$ cat src/rtl/search_ctrl_pkg.sv
// Shared encodings for the binary-search controller
// and the comparator blocks that answer it.
package search_ctrl_pkg;

   localparam logic [1:0] S_IDLE    = 2'd0;
   localparam logic [1:0] S_PROPOSE = 2'd1;
   localparam logic [1:0] S_CALC    = 2'd2;
   localparam logic [1:0] S_FINISH  = 2'd3;

   localparam logic [2:0] FB_LG = 3'b100;
   localparam logic [2:0] FB_EQ = 3'b010;
   localparam logic [2:0] FB_SM = 3'b001;

   function automatic logic fb_legal(input logic [2:0] fb);
      return (fb == FB_LG) || (fb == FB_EQ) || (fb == FB_SM);
   endfunction

endpackage

$ cat src/rtl/search_ctrl.sv
// Binary-search controller: proposes guesses to a comparator
// responder and narrows [LO,HI] from its LG/EQ/SM feedback.
module search_ctrl
   import search_ctrl_pkg::*;
#(
   parameter int WIDTH = 8
) (
   input  logic                        CLK,
   input  logic                        RST_N,
   input  logic                        START,
   output logic [WIDTH-1:0]            GUESS,
   output logic                        GUESS_VALID,
   input  logic                        FB_VALID,
   input  logic                        LG,
   input  logic                        EQ,
   input  logic                        SM,
   output logic                        DONE,
   output logic                        FOUND,
   output logic                        ERR,
   output logic [WIDTH-1:0]            RESULT,
   output logic [$clog2(WIDTH+2)-1:0]  STEPS
);

   localparam int SW = $clog2(WIDTH+2);
   localparam int BW = WIDTH + 2;

   localparam logic signed [BW-1:0] ONE    = BW'(1);
   localparam logic signed [BW-1:0] HI_MAX = {2'b00, {WIDTH{1'b1}}};

   logic [1:0]               state;
   logic signed [BW-1:0]     lo;
   logic signed [BW-1:0]     hi;
   logic signed [BW-1:0]     gx;
   logic signed [BW-1:0]     lo_nx;
   logic signed [BW-1:0]     hi_nx;
   logic [WIDTH:0]           sum;
   logic [2:0]               fb;

   // Bounds carry two extra bits so 2^WIDTH and -1 compare correctly.
   assign gx    = $signed({2'b00, GUESS});
   assign lo_nx = gx + ONE;
   assign hi_nx = gx - ONE;
   assign sum   = lo[WIDTH:0] + hi[WIDTH:0];
   assign fb    = {LG, EQ, SM};

   assign GUESS_VALID = (state == S_PROPOSE);
   assign DONE        = (state == S_FINISH);

   always_ff @(posedge CLK or negedge RST_N) begin
      if (!RST_N) begin
         state  <= S_IDLE;
         lo     <= '0;
         hi     <= '0;
         GUESS  <= '0;
         FOUND  <= 1'b0;
         ERR    <= 1'b0;
         RESULT <= '0;
         STEPS  <= '0;
      end else begin
         unique case (state)
            S_IDLE: begin
               if (START) begin
                  lo    <= '0;
                  hi    <= HI_MAX;
                  STEPS <= '0;
                  FOUND <= 1'b0;
                  ERR   <= 1'b0;
                  state <= S_CALC;
               end
            end
            S_CALC: begin
               GUESS <= WIDTH'(sum >> 1);
               state <= S_PROPOSE;
            end
            S_PROPOSE: begin
               if (FB_VALID) begin
                  STEPS <= STEPS + SW'(1);
                  if (!fb_legal(fb)) begin
                     ERR   <= 1'b1;
                     state <= S_FINISH;
                  end else if (fb == FB_EQ) begin
                     FOUND  <= 1'b1;
                     RESULT <= GUESS;
                     state  <= S_FINISH;
                  end else if (fb == FB_LG) begin
                     lo    <= lo_nx;
                     state <= (lo_nx > hi) ? S_FINISH : S_CALC;
                  end else begin
                     hi    <= hi_nx;
                     state <= (lo > hi_nx) ? S_FINISH : S_CALC;
                  end
               end
            end
            S_FINISH: begin
               state <= S_IDLE;
            end
            default: begin
               state <= S_IDLE;
            end
         endcase
      end
   end

endmodule
$ cat config.mk
export PLATFORM = sky130hd
export DESIGN_NAME = search_ctrl
export DESIGN_NICKNAME = d
export VERILOG_FILES = /design/src/rtl/search_ctrl_pkg.sv /design/src/rtl/search_ctrl.sv
export SDC_FILE = /design/constraint.sdc
export NUM_CORES = 1
export LEC_CHECK = 0
export BUFFER_PORTS_ARGS = -buffer_cell sky130_fd_sc_hd__buf_2
export CAP_MARGIN = 20
export CORE_ASPECT_RATIO = 0.7
export CORE_MARGIN = 3
export CORE_UTILIZATION = 50
export DETAILED_ROUTE_END_ITERATION = 8
export HOLD_SLACK_MARGIN = 0.15
export PLACE_DENSITY = 0.69
export SYNTH_ARGS = -nofsm -noshare
export SYNTH_HDL_FRONTEND = slang
export SYNTH_SLANG_ARGS = --single-unit
$ cat constraint.sdc
create_clock -name CLK -period 2.3 [get_ports CLK]
set_clock_uncertainty 0.15 [all_clocks]
set_input_delay 0.115 -clock CLK [delete_from_list [all_inputs] [get_ports CLK]]
set_output_delay 0.115 -clock CLK [all_outputs]
set_load 0.02 [all_outputs]
==> key figures, run 1 <==
Route
  – WL per Instance: 15.54 µm
  – DR pass1 iterations: 4
  – Via density: 5.351
  – DRC Markers: 0
  – Total number of vias: 2301
  – 1st-iter DRT viols: 137
  – Detail Route Antenna Nets: 0
  – Final wirelength: 6.682 mm

Floorplan
  – Starting Density: 54.09%
  – Die Area: 6302 µm²
  – IO Count: 31
  – Die Y: 67.33 µm
  – Die X: 93.61 µm
  – Std-Cell Rows: 21
  – Core Box Area: 4966 µm²

CTS
  – Clk_lat worst skew: 300 ps
  – CTS buffer count: 5
  – H-tree depth: 2
  – Longest Clk Path Bufs: 2
  – CTS Root Buffer Type: clkbuf_8
  – CTS tree: yes
  – Clk slew on worst S/H paths: 80 ps
  – CTS sink cnt: 42

Synth
  – Synth Warn #: 0
  – Most instantiated library cell after synthesis: dfrtp_1
  – Synth unique cells: 51
  – Top FF cell, synth: dfrtp_1
  – Area leader, netlist: dfrtp_1
  – Synth top cells by count: dfrtp_1 (42), nand2_1 (30), ha_1 (26)
  – Avg Cell Area, Syn: 9.328 µm²
  – Post-synth EDFFs: 0
  – Sequential share of the synthesized area: 39.12%
  – Synth top area share: 39.12%
  – Synthesized instance count: 288
  – Yosys reg bits: 42
  – Asr flop ratio synth: 100.0%
  – Syn nets: 322
  – Mapped Area: 2686 µm²
  – Top post-synthesis cells by area: dfrtp_1 (39%), ha_1 (12%), nand2_1 (4.2%), nor2_1 (3.4%), xnor2_1 (3.3%)

GRT
  – Initial antenna violation count: 0
  – Number of global-route vias before repair: 2105
  – Total track usage: 23.07%
  – First-pass GRT wire length: 10.84 mm
  – Total congestion overflow: 0
  – Largest net degree at the start of global routing: 25

Critical path
  – Critical Path Start Type: flop
  – Crit Path Max Fanout: 6
  – Worst EP required: 2330 ps
  – Worst r2r src: GUESS[0]
  – Critical path start-end classification: reg2reg
  – Worst EP arrival: 2490 ps
  – Worst Setup SP: GUESS[0]
  – CP endpoint kind: flop

Hold path
  – HP Class: in2async

Final layout
  – # diodes: 0
  – Share of post-route cells with drive strength above 1: 31.30%
  – Area grow syn2layout: 30.46%
  – Nets: 394
  – Layout Utilization: 70.57%

STA
  – RSZ-0062 raised after global routing: yes
  – Final Hold Vio Count: 0
  – Fin crit period: 2460 ps
  – Worst-Margin Slew: 547.1 ps
  – Final Max Tran Viols: 0
  – Relative slew slack: 63.53%
  – Final setup margin: -160.5 ps
  – F_max: 0.4064 GHz
  – TNS Setup: -160.5 ps
  – # setup viols final: 1
  – Crit share post-route: 107.0%

Status
  – Outcome: finished with violations
  – Failing checks: negative setup slack

Power and ir drop
  – Leak Pwr: 1.716 nW
  – PD cells: 1601 nW/µm²
  – Worst vdd ir: 0.6743 mV

Placed design
  – Placer Congestion: 0.8191
  – IO buf count: 30
  – HPWL Detailed: 5.239 mm

Flow run
  – Max-cap violations: 0
## kinds of logic after synthesis
logic type,synth area share (%)
simple gates,18.26
compound gates,15.84
flops,39.12
buf+inv,5.263
fa+ha+maj,12.86
xor+xnor,6.195
mux,2.468
## cell type report
type | instances | area [µm²]
multi-input cells | 213 | 1657
repair buffers | 79 | 529.3
inverters | 19 | 71.32
clock buffers | 7 | 76.32
clock inverters | 1 | 30.03
flip-flops and latches | 42 | 1055
well taps | 69 | 86.33
fillers | 380 | 1461
## path summary, 6_finish.rpt
kind / to / slack, ps / cells past startpoint
max: state[0] / -160 / 11
min: RESULT[1] / 140 / 2
max reg2reg: state[0] / -160 / 11
min reg2reg: RESULT[4] / 330 / 2
max in group asynchronous: STEPS[1] / 1190 / 3
min in group CLK: state[1] / 170 / 4
## flip-flops by register name, indices dropped and copies added, names as in the netlist
name    cells
hi          9
state       2
FOUND       1
GUESS       8
lo          9
STEPS       4
RESULT      8
ERR         1
## layout by cell type, fill, tap and decap left out, types with 7 or more instances in the layout
| master | synthesis | routed |
|---|---|---|
| a31oi_1 | 8 | 8 |
| buf_2 | 5 | 30 |
| inv_1 | 17 | 17 |
| nand3_1 | 8 | 7 |
| dfrtp_1 | 42 | 39 |
| buf_4 | 1 | 45 |
| a21oi_1 | 10 | 8 |
| xnor2_1 | 10 | 8 |
| nand2_1 | 30 | 29 |
| o21ai_1 | 14 | 15 |
| nor2_1 | 24 | 23 |
| ha_1 | 26 | 23 |
## what timing repair did
item                       4_1_cts  5_1_grt
pin swaps                        6       10
setup endpoints to repair        1        1
gates cloned                     0        0
buffers inserted                 2        4
hold buffers                     3        0
hold endpoints to repair        43        0
resized for setup               12        7
## report_power, final
group	switching (mW)	internal [mW]	leakage, nW
clock network	0.258	0.325	0.0524
registers	0.321	1.03	0.519
logic	1.98	1.70	1.14
total	2.56	3.06	1.72
## metal layers
layer | up-vias | track usage, % | routed length, µm
met4 | 0 | 5.405 | 53
met3 | 6 | 3.786 | 603
li1 | 1160 | - | -
met2 | 72 | 32.32 | 2626
met5 | - | 0 | 0
met1 | 1063 | 36.75 | 3398
## critical path: stages, from the launching register on
cell and delay, ps:
dfrtp_2 470, inv_1 100, ha_1 170, nor3b_4 240, nand2_2 110, xor2_2 190
ha_1 210, a211o_1 290, a21oi_1 120, o21ai_1 90, o21ai_2 140, a221oi_2 70
## per-stage QoR
step / total power [mW] / cell area, µm² / setup slack [ps] / std cells / hold slack [ps]
2_1_floorplan: 3.469 / 2755 / -109.6 / 288 / -330.6
3_3_place_gp: 4.600 / 3208 / -227.5 / 413 / -62.62
3_5_place_dp: 4.672 / 3208 / -262.5 / 413 / -61.08
4_1_cts: 5.441 / 3432 / -123.2 / 426 / 161.0
5_1_grt: 6.045 / 3505 / -303.2 / 430 / 174.0
6_report: 5.612 / 3505 / -160.5 / 430 / 135.9
Power figures use the tool's default switching activity.
==> inputs of run 2 (changes only) <==
==> constraint.sdc (replaced) <==
create_clock -name CLK -period 2.25 [get_ports CLK]
set_clock_uncertainty 0.15 [all_clocks]
set_input_delay 0.1125 -clock CLK [delete_from_list [all_inputs] [get_ports CLK]]
set_output_delay 0.1125 -clock CLK [all_outputs]
set_load 0.02 [all_outputs]
==> key figures, run 2 (synthesis gave the netlist of run 1 again) <==
Status
  – Outcome: finished with violations
  – Failing checks: negative setup slack

Final layout
  – Finished Cell Area: 3467 µm²
  – Layout Utilization: 69.82%
  – Most frequent cells in the layout: buf_4 (42), dfrtp_1 (38), buf_2 (30)
  – Most common cell after layout, fill and taps aside: buf_4
  – Regs by FF count: hi (9), lo (9)
  – Layout Cells excl Fill: 427
  – Nets: 391
  – Fillcell total: 401
  – # diodes: 0
  – Area grow syn2layout: 29.06%
  – Share of post-route cells with drive strength above 1: 31.28%

Placed design
  – Post-place setup slack: -279.1 ps
  – IO buf count: 30
  – Placed Cells: 412
  – DP Area: 3213 µm²
  – Placer Congestion: 0.8861
  – HPWL Detailed: 5.291 mm

Floorplan
  – Die X: 93.61 µm
  – Die Y: 67.33 µm
  – Die Area: 6302 µm²
  – Starting Density: 54.09%
  – Core Box Area: 4966 µm²
  – IO Count: 31
  – Std-Cell Rows: 21

Route
  – 1st-iter DRT viols: 200
  – Final wirelength: 7.171 mm
  – DR pass1 iterations: 5
  – DRC Markers: 0
  – Total number of vias: 2355
  – Via density: 5.515
  – WL per Instance: 16.79 µm
  – Detail Route Antenna Nets: 0

GRT
  – Total congestion overflow: 0
  – Grt met2 use: 35.35%
  – Met1 Usage GRT: 37.48%
  – Busiest grt layer: met1
  – Global-route met3 utilization: 5.011%
  – First-pass GRT wire length: 11.61 mm
  – Total track usage: 24.65%
  – Initial antenna violation count: 0
  – Number of global-route vias before repair: 2234
  – Largest net degree at the start of global routing: 43

CTS
  – Clk slew on worst S/H paths: 80 ps
  – CTS sink cnt: 42
  – Longest Clk Path Bufs: 2
  – CTS buffer count: 5
  – H-tree depth: 2
  – CTS tree: yes
  – CTS Root Buffer Type: clkbuf_8
  – Clk_lat worst skew: 300 ps

STA
  – RSZ-0062 raised after global routing: yes
  – # setup viols final: 1
  – TNS Setup: -218.0 ps
  – F_max: 0.4052 GHz
  – Worst-Margin Slew: 944.7 ps
  – Relative slew slack: 37.02%
  – Final Max Tran Viols: 0
  – Fin crit period: 2468 ps
  – Final setup margin: -218.0 ps
  – Final Hold Vio Count: 0
  – Crit share post-route: 109.7%
  – Worst Hold Slack: 180.8 ps

Critical path
  – Critical path's slowest cell: dfrtp_2
  – Worst path max stage delay: 470 ps
  – Worst EP required: 2310 ps
  – Cell count along the critical path: 10
  – WP buf/inv: 0
  – CP cell instances: ha_4 -> nand3_4 -> nor2_2 -> xor2_2 -> ha_1 -> nand4_1 -> a21oi_2 -> a2111oi_2 -> o311a_1 -> a221oi_1
  – Critical Path Start Type: flop
  – Worst path top cell family by delay: compound AO/OA/AOI/OAI gates
  – Critical path start-end classification: reg2reg
  – Worst EP arrival: 2530 ps
  – CP endpoint kind: flop
  – Crit Path Max Fanout: 6
  – Register-to-Register Path Depth: 10

Power and ir drop
  – Leak Pwr: 1.694 nW
  – Worst vdd ir: 0.7220 mV
  – Total chip power: 5.742 mW
  – PD cells: 1656 nW/µm²

Flow run
  – Max-cap violations: 0

Hold path
  – Min-Delay Path Depth: 4
  – HP Class: in2reg
-- run 2: tightest hold or removal path: cells and delay by family --
| family | cells | cell delay, ps |
|---|---|---|
| AND/OR/NAND/NOR | 2 | 310 |
| buffers and inverters | 2 | 160 |
-- run 2: area by class of cell --
type / count / area, µm² / area share [%]
multi-input combinational: 213 / 1628 / 46.95
sequential: 42 / 1056 / 30.46
timing repair buffer: 76 / 515.5 / 14.87
tap: 69 / 86.33 / 2.490
clock buffer: 6 / 72.57 / 2.093
inverter: 19 / 71.32 / 2.057
clock inverter: 2 / 37.54 / 1.083
-- run 2: timing repair --
item | 4_1_cts | 5_1_grt
hold buffers | 3 | 0
pin swaps | 5 | 3
setup buffers | 4 | 0
endpoints found under the setup margin | 1 | 2
resized for setup | 12 | 5
endpoints found under the hold margin | 43 | 0
gates cloned | 0 | 0
-- run 2: routing by layer --
layer / up-vias / part of all wire (%)
met1: 1108 / 49
met2: 91 / 42
met5: - / 0
li1: 1144 / -
met3: 12 / 7.7
met4: 0 / 1.4
-- run 2: report_power, final --
part           switching [mW]  leakage (nW)  internal (mW)  total, mW
sequential              0.348         0.518           1.05       1.40
clock                   0.275        0.0514          0.331      0.606
combinational            2.03          1.13           1.70       3.74
total                    2.66          1.69           3.09       5.74
-- run 2: worst paths after layout --
path,from,endpoint,slack [ps]
hold / removal,START,state[1],180
hold reg to reg,RESULT[0],RESULT[0],340
max in group asynchronous,RST_N,GUESS[1],950
setup / recovery,GUESS[1],state[0],-220
setup reg to reg,GUESS[1],state[0],-220
min in group asynchronous,RST_N,RESULT[1],340
